File: src/rtl/logic_unit_pkg.sv
// Shared definitions for the bitwise logic unit: op encoding and control bundle.
package logic_unit_pkg;

    localparam int OP_W = 3;

    typedef enum logic [OP_W-1:0] {
        OP_AND   = 3'd0,
        OP_OR    = 3'd1,
        OP_XOR   = 3'd2,
        OP_NAND  = 3'd3,
        OP_NOR   = 3'd4,
        OP_XNOR  = 3'd5,
        OP_NOTA  = 3'd6,
        OP_PASSB = 3'd7
    } op_e;

    // Per-beat control, captured together on accept.
    typedef struct packed {
        op_e  op;
        logic acc_en;
        logic acc_clr;
    } ctrl_t;

endpackage

File: src/rtl/logic_unit_pipe_if.sv
// Operand/result handshake bundle for logic_unit_pipe.
interface logic_unit_pipe_if #(
    parameter int WIDTH = 16
);
    logic                           in_valid;
    logic                           in_ready;
    logic [logic_unit_pkg::OP_W-1:0] op;
    logic                           acc_en;
    logic                           acc_clr;
    logic [WIDTH-1:0]               a;
    logic [WIDTH-1:0]               b;
    logic                           out_valid;
    logic                           out_ready;
    logic [WIDTH-1:0]               out;
    logic                           out_any;
    logic                           out_zero;

    modport master (
        output in_valid, op, acc_en, acc_clr, a, b, out_ready,
        input  in_ready, out_valid, out, out_any, out_zero
    );

    modport slave (
        input  in_valid, op, acc_en, acc_clr, a, b, out_ready,
        output in_ready, out_valid, out, out_any, out_zero
    );
endinterface

File: src/rtl/logic_op_w.sv
// Width-generic combinational bitwise operator; reusable outside the pipe.
module logic_op_w
    import logic_unit_pkg::*;
#(
    parameter int WIDTH = 16
) (
    input  logic [OP_W-1:0]  op,
    input  logic [WIDTH-1:0] x,
    input  logic [WIDTH-1:0] y,
    output logic [WIDTH-1:0] res
);

    always_comb begin
        res = '0;
        case (op_e'(op))
            OP_AND:   res = x & y;
            OP_OR:    res = x | y;
            OP_XOR:   res = x ^ y;
            OP_NAND:  res = ~(x & y);
            OP_NOR:   res = ~(x | y);
            OP_XNOR:  res = ~(x ^ y);
            OP_NOTA:  res = ~x;
            OP_PASSB: res = y;
        endcase
    end

endmodule

File: src/rtl/logic_unit_pipe.sv
// Registered bitwise logic unit with valid/ready handshake, accumulator and
// reduction flags; one-cycle latency, full throughput.
module logic_unit_pipe
    import logic_unit_pkg::*;
#(
    parameter int               WIDTH     = 16,
    parameter logic [WIDTH-1:0] ACC_RESET = '0
) (
    input  logic             clk,
    input  logic             rst,
    logic_unit_pipe_if.slave bus
);

    ctrl_t            ctl;
    logic             accept;
    logic             vld_q;
    logic             any_q;
    logic             zero_q;
    logic [WIDTH-1:0] out_q;
    logic [WIDTH-1:0] acc;
    logic [WIDTH-1:0] a_eff;
    logic [WIDTH-1:0] res;

    assign ctl      = '{op: op_e'(bus.op), acc_en: bus.acc_en, acc_clr: bus.acc_clr};
    assign accept   = bus.in_valid && bus.in_ready;

    assign bus.in_ready  = !vld_q || bus.out_ready;
    assign bus.out_valid = vld_q;
    assign bus.out       = out_q;
    assign bus.out_any   = any_q;
    assign bus.out_zero  = zero_q;

    // acc_clr on an accumulate beat starts the fold from ACC_RESET this beat.
    always_comb begin
        a_eff = bus.a;
        if (ctl.acc_en)
            a_eff = ctl.acc_clr ? ACC_RESET : acc;
    end

    logic_op_w #(.WIDTH(WIDTH)) u_op (
        .op  (ctl.op),
        .x   (a_eff),
        .y   (bus.b),
        .res (res)
    );

    always_ff @(posedge clk or posedge rst) begin
        if (rst) begin
            vld_q  <= 1'b0;
            out_q  <= '0;
            any_q  <= 1'b0;
            zero_q <= 1'b1;
            acc    <= ACC_RESET;
        end else if (accept) begin
            vld_q  <= 1'b1;
            out_q  <= res;
            any_q  <= |res;
            zero_q <= ~|res;
            if (ctl.acc_en)
                acc <= res;
            else if (ctl.acc_clr)
                acc <= ACC_RESET;
        end else if (vld_q && bus.out_ready) begin
            vld_q <= 1'b0;
        end
    end

endmodule

File: src/flat_wrapper.sv
// flat-port wrapper written by rule: the top's interface ports become plain ports
module logic_unit_pipe_flat import logic_unit_pkg::*;
#(
    parameter int               WIDTH     = 16,
    parameter logic [WIDTH-1:0] ACC_RESET = '0
)
  (clk, rst, bus_in_valid, bus_op, bus_acc_en, bus_acc_clr, bus_a, bus_b, bus_out_ready, bus_in_ready, bus_out_valid, bus_out, bus_out_any, bus_out_zero);
  logic_unit_pipe_if #(.WIDTH(WIDTH)) bus_i ();
  input  logic clk;
  input  logic rst;
  input wire logic [$bits(bus_i.in_valid)-1:0] bus_in_valid;
  input wire logic [$bits(bus_i.op)-1:0] bus_op;
  input wire logic [$bits(bus_i.acc_en)-1:0] bus_acc_en;
  input wire logic [$bits(bus_i.acc_clr)-1:0] bus_acc_clr;
  input wire logic [$bits(bus_i.a)-1:0] bus_a;
  input wire logic [$bits(bus_i.b)-1:0] bus_b;
  input wire logic [$bits(bus_i.out_ready)-1:0] bus_out_ready;
  output wire logic [$bits(bus_i.in_ready)-1:0] bus_in_ready;
  output wire logic [$bits(bus_i.out_valid)-1:0] bus_out_valid;
  output wire logic [$bits(bus_i.out)-1:0] bus_out;
  output wire logic [$bits(bus_i.out_any)-1:0] bus_out_any;
  output wire logic [$bits(bus_i.out_zero)-1:0] bus_out_zero;
  assign bus_i.in_valid = bus_in_valid;
  assign bus_i.op = bus_op;
  assign bus_i.acc_en = bus_acc_en;
  assign bus_i.acc_clr = bus_acc_clr;
  assign bus_i.a = bus_a;
  assign bus_i.b = bus_b;
  assign bus_i.out_ready = bus_out_ready;
  assign bus_in_ready = bus_i.in_ready;
  assign bus_out_valid = bus_i.out_valid;
  assign bus_out = bus_i.out;
  assign bus_out_any = bus_i.out_any;
  assign bus_out_zero = bus_i.out_zero;
  logic_unit_pipe #(.WIDTH(WIDTH), .ACC_RESET(ACC_RESET)) u_core (.clk(clk), .rst(rst), .bus(bus_i));
endmodule
File: config.mk
export PLATFORM = sky130hd
export DESIGN_NAME = logic_unit_pipe_flat
export DESIGN_NICKNAME = d
export VERILOG_FILES = /design/src/rtl/logic_unit_pkg.sv /design/src/rtl/logic_unit_pipe_if.sv /design/src/rtl/logic_op_w.sv /design/src/rtl/logic_unit_pipe.sv /design/src/flat_wrapper.sv
export SDC_FILE = /design/constraint.sdc
export NUM_CORES = 1
export LEC_CHECK = 0
export CORE_MARGIN = 2
export CORE_UTILIZATION = 39
export CTS_CLUSTER_SIZE = 10
export DETAILED_ROUTE_END_ITERATION = 6
export PLACE_DENSITY = 0.64
export SETUP_SLACK_MARGIN = 0.4
export SYNTH_ARGS = -nofsm -noshare
export SYNTH_HDL_FRONTEND = slang
export SYNTH_SLANG_ARGS = --single-unit
export TNS_END_PERCENT = 5
File: constraint.sdc
create_clock -name clk -period 3.9 [get_ports clk]
set_input_delay 0.975 -clock clk [delete_from_list [all_inputs] [get_ports clk]]
set_output_delay 0.975 -clock clk [all_outputs]
set_load 0.005 [all_outputs]
# == Word level (Yosys, flattened, before mapping) ==
# Cells that the tools add are included.
# classes
n_addsub,0
mul,0
n_div,0
magnitude_cmp,0
eq_ne,7
shift,0
mux,6
bitwise,7
reduce_logical,8
# ops
operator,n
$pmux 16 s8,1
$not 16->16,4
$mux 16,3
$and 16x16->16,1
$or 16x16->16,1
$reduce_or 16->1,1
$xor 16x16->16,1
$eq 3x3->1 const B,4
$eq 3x2->1 const B,2
$eq 3x1->1 const B,1
$logic_not 3->1,1
$logic_and 1x1->1,2
$logic_not 1->1,2
$mux 1,2
$reduce_bool 2->1,1
$logic_or 1x1->1,1
# word_totals
ff_bits,35
latch_bits,0
ram_bits,0
rom_bits,0
out_inout_bits,20
word_cells,33
n_memories,0

# == Logic depth before layout (Yosys ltp) ==
# depth
ltp_word,7
depth_mapped,13
mapped_depth_nobuf,11

# == Modules after synthesis ==
# A second synthesis with hierarchy kept.
# hier_totals
hier_cells,369
area_unflattened_um2,3161.8
# modules_own_cells
module,n_inst,cells_each,area_each_um2,seq_area_each_um2
logic_unit_pipe,1,140,1587.8,877.1
logic_op_w,1,229,1574.0,0.0

# == Least setup slack after synthesis ==
# No wires, ideal clock.
# synth_path
path_type,input port to flip-flop
from,input bus_acc_en
to,"register u_core.any_q, in the netlist u_core.bus.out_any"
setup_ps,127
arrival_time_ps,3144
required_time_ps,3773
path_slack_ps,629
stages,11
n_path_buf,1
path_cell_list,nor2b_1 clkbuf_1 a22oi_1 inv_1 ha_1 or2_0 a221oi_2 nand4_1 or4b_1 nor4_2 nor2_1
# synth_between
elab_chain_len,5
elab_cells_between_ends,10
# synth_lines
item,line_no,text
from (decl),flat_wrapper.sv:13,input wire logic [$bits(bus_i.acc_en)-1:0] bus_acc_en;
$mux 16 (*),logic_unit_pipe.sv:36,if (ctl.acc_en)
$xor 16x16->16 (tied with other cells),"logic_op_w.sv:18, logic_op_w.sv:21",
$not 16->16 (on tied branches),"logic_op_w.sv:21, logic_op_w.sv:19, logic_op_w.sv:20",
$pmux 16 s8 (*),logic_op_w.sv:15,case (op_e'(op))
$reduce_or 16->1 (*),logic_unit_pipe.sv:57,any_q <= |res;
to (signal assigned),logic_unit_pipe.sv:57,
to (decl),logic_unit_pipe.sv:17,logic any_q;
# Every way passes the cells marked *; elsewhere a longest branch is shown, timed or not.
# A chain may end at the register's enable or synchronous reset.

# == Worst setup path in the final report ==
# layout_path
from,input bus_a[4]
to,"register u_core.any_q, in the netlist u_core.bus.out_any"
# layout_between
elab_chain_len,5
elab_cells_between_ends,10
# layout_lines
item,line_no,text
from (decl),flat_wrapper.sv:15,input wire logic [$bits(bus_i.a)-1:0] bus_a;
$mux 16 (*),logic_unit_pipe.sv:36,
$xor 16x16->16 (tied with other cells),"logic_op_w.sv:18, logic_op_w.sv:21",
$not 16->16 (on tied branches),"logic_op_w.sv:21, logic_op_w.sv:19, logic_op_w.sv:20",
$pmux 16 s8 (*),logic_op_w.sv:15,
$reduce_or 16->1 (*),logic_unit_pipe.sv:57,
# Marks and branches as above.

==> impl_metrics.ini <==
[status]
status = completed

[setup_path]
crit_type = in2reg
cp_max_fo = 2
r2r_cells = 10
crit_chain = clkdlybuf4s50_1, nor2b_1, a21o_1, inv_1, ha_1, nand2b_1, a32oi_1, nor2_1, o32ai_2, or4b_4, nor4_4, nor2_1
critPathBufInv = 2
crit_cells = 12
cp_common_cell = nor2_1
cp_slowest_cell = or4b_4
cp.required_ps = 4060
critPathCaptureType = flop
arrival_ps = 3510
crit_family = simple AND/OR/NAND/NOR gates
crit_path_start_kind = input port
max_stage_delay_ps = 530

[sta]
finalHoldWorstSlack_ps = 475
max_clock_freq_mhz = 299
worst-slew-pin-transition_ps = 882
drv_slew = 0
rsz0062_at_grt = false
min_period_ps = 3350
fin_worst_skew_ps = 4.44
relSlewSlack_pct = 41.0
fin_setup_tns_ps = 0
setup_ws_ps = 552
final-setup-viol-count = 0
finalCritPeriodShare_pct = 85.8
finalHoldViolations = 0

[synth]
synth_area_leader_cell = dfrtp_1
seq_area_frac_synth_pct = 28.0
synth_ff_type = dfrtp_1
synth-async-reset-ratio_pct = 100
synth_area_um2 = 3130
netlist.area_leader.share_pct = 27.2
synthDistinctLibCells = 47
synth_enable_flop_cells = 0
synthesis.nets = 479
yosys-top-cells-area = dfrtp_1 27%, ha_1 13%, nand2_1 6.5%
avgSynthCellArea_um2 = 7.71
ys_seq_elements = 35
yosysWarnings = 0
synthCells = 406

[floorplan]
die_w_um = 93.6
core_area_um2 = 7770
placementRows = 32
die_area_um2 = 8760
initial_core_util_pct = 40.3
die_h_um = 93.6
pin_count = 61

[detailed_routing]
wire_per_inst_um = 15.0
viasPerCell = 5.33
drc = 0
vias = 3082
drtIter0Drc = 188
first_pass_iters = 4
final_antenna_net_count = 0
routed_wl_um = 8680

[power]
combPwrFrac_pct = 40.1
seqPwrFrac_pct = 39.1
vdd_drop_max_mv = 0.217
p_per_area_nw_per_um2 = 284
p_leak_nw = 1.90
pwr-share-clk_pct = 20.8
swShare_pct = 32.2
p_switching_mw = 0.376
internal_power_mw = 0.791

[cells_and_area]
area_growth_pct = 31.3
antennaDiodeCount = 0
layout-drive-gt1-share_pct = 11.3
nets = 548
final_cell_area_um2 = 4110

[cts]
cts_buffers = 5
path_clk_slew_ps = 60
cts_buffer_depth = 2
cts_root_buffer = clkbuf_8
cts_tree = yes
h-tree-depth = 2
cts_sinks = 35
clk_latency_ps = 280

[global_routing]
grt_pass1_vias = 2918
grt_pass1_wl_um = 14300
grt_use_met1_pct = 27.7
gr-total-overflow = 0
grt_max_degree = 47
busiest_layer = met2
met3_usage_pct = 3.63
track_usage_pct = 20.5
antenna_found_initial = 0
met2_usage_pct = 33.9

[min_path]
hold_class = reg2reg
min_delay_path_depth = 2

[placed_design]
dp_hpwl_um = 6660
globalplace.congestion = 0.888
post-place-ws_ps = -175
port_buffers = 60
placed_area_um2 = 3950

[flow_run]
maxCapViolCount = 0
==> cells in the mapped netlist (8+ instances only) <==
| cell | n |
|---|---|
| nand2_1 | 54 |
| inv_1 | 39 |
| o21ai_0 | 36 |
| dfrtp_1 | 34 |
| ha_1 | 32 |
| nor2_1 | 28 |
| a21oi_1 | 21 |
| nor2b_1 | 15 |
| clkbuf_1 | 13 |
| a211oi_1 | 11 |
| nand2b_1 | 11 |
| buf_2 | 10 |
| o21ai_1 | 10 |
| o22ai_1 | 9 |
| nand3b_1 | 8 |
==> registers in the layout, indices dropped and copies added (netlist names) <==
register and count:
u_core.bus.out_any 1, u_core.acc 16, u_core.bus.out_valid 1, u_core.bus.out 16, u_core.bus.out_zero 1
==> final timing paths <==
kind                                          startpoint                         endpoint  slack (ps)
max                                             bus_a[4]   u_core.bus.out_any$_DFFE_PP0P_         550
min                        u_core.bus.out[6]$_DFFE_PP0P_    u_core.bus.out[6]$_DFFE_PP0P_         480
max reg2reg                   u_core.acc[12]$_DFFE_PP0P_   u_core.bus.out_any$_DFFE_PP0P_        1370
min reg2reg                u_core.bus.out[6]$_DFFE_PP0P_    u_core.bus.out[6]$_DFFE_PP0P_         480
max in group asynchronous                            rst  u_core.bus.out_zero$_DFFE_PP1P_        2470
min in group asynchronous                            rst   u_core.bus.out[10]$_DFFE_PP0P_        1090
==> layer usage <==
metal / routed length (um) / vias up
met5: 0 / -
met1: 3980 / 1437
met3: 392 / 16
met2: 4130 / 79
met4: 168 / 0
li1: - / 1550
==> kinds of logic after synthesis <==
family                     after synthesis  share of synthesized area, %
and+or+nand+nor                        138                          22.1
AOI/OAI and AO/OA                      128                          26.3
buffers and inverters                   69                          8.92
DFF                                     35                          28.0
adders and majority gates               32                          12.8
muxes                                    4                          1.80
==> worst register-to-register path: stages (launching register included) <==
cell and delay [ps]:
dfrtp_1 380, and3b_1 180, a21oi_1 260, ha_1 300
nor2b_1 110, o21ai_0 80, o211ai_1 150, nand4_1 120
or4b_4 520, nor4_4 270, nor2_1 60
==> metrics by stage <==
step,power (mW),utilization (%),instances
3_5_place_dp,0.919,50.9,569
4_1_cts,1.18,52.7,578
6_report,1.17,52.9,578
2_1_floorplan,0.703,-,406
5_1_grt,1.26,52.9,578
3_3_place_gp,0.907,50.9,569
==> repair_timing <==
item | CTS | global route
buffers inserted | 1 | 0
gates resized for setup | 12 | 2
pin swaps | 1 | 1
gates cloned | 0 | 0
hold buffers | 0 | 0
setup endpoints to repair | 2 | 2
==> cells in the final DEF (no fill, tap or decap), drive strengths merged, types with 2 or more instances in the layout <==
| cell | netlist | final |
|---|---|---|
| o21ai | 46 | 46 |
| nand2 | 54 | 54 |
| a21o | 5 | 5 |
| a21oi | 21 | 21 |
| inv | 42 | 42 |
| a2bb2oi | 2 | 2 |
| buf | 14 | 30 |
| nand3 | 4 | 4 |
| o32a | 3 | 3 |
| dfrtp | 34 | 34 |
| or2 | 4 | 4 |
| clkbuf | 13 | 8 |
| a31oi | 2 | 2 |
| o211ai | 2 | 2 |
| nor2b | 15 | 15 |
| nand3b | 8 | 8 |
| o2bb2ai | 3 | 3 |
| and3b | 5 | 5 |
| clkdlybuf4s50 | 0 | 57 |
| ha | 32 | 32 |
| nor2 | 28 | 28 |
| a211oi | 11 | 11 |
| a221oi | 6 | 6 |
| nand2b | 11 | 11 |
| and2 | 2 | 2 |
| a22oi | 4 | 4 |
| o32ai | 5 | 5 |
| mux2 | 3 | 3 |
| nand4 | 3 | 3 |
| dlygate4sd2 | 0 | 2 |
| o22ai | 9 | 9 |
| a22o | 5 | 5 |
==> final cells by class <==
class                   count  area (um^2)
multi-input cells         302         2040
fillers                   778         3660
flip-flops and latches     35          877
clock buffers               8         80.1
repair buffers             89          827
inverters                  42          158
well taps                 102          128
==> power groups by stage <==
stage | clock network (mW) | logic [mW] | registers, mW
final | 0.243 | 0.468 | 0.456
after global routing | 0.274 | 0.523 | 0.462
after CTS | 0.253 | 0.468 | 0.457
after detailed placement | 0 | 0.456 | 0.463
after global placement | 0 | 0.445 | 0.462
after floorplan | 0 | 0.246 | 0.457
(Power assumes the default switching activity.)
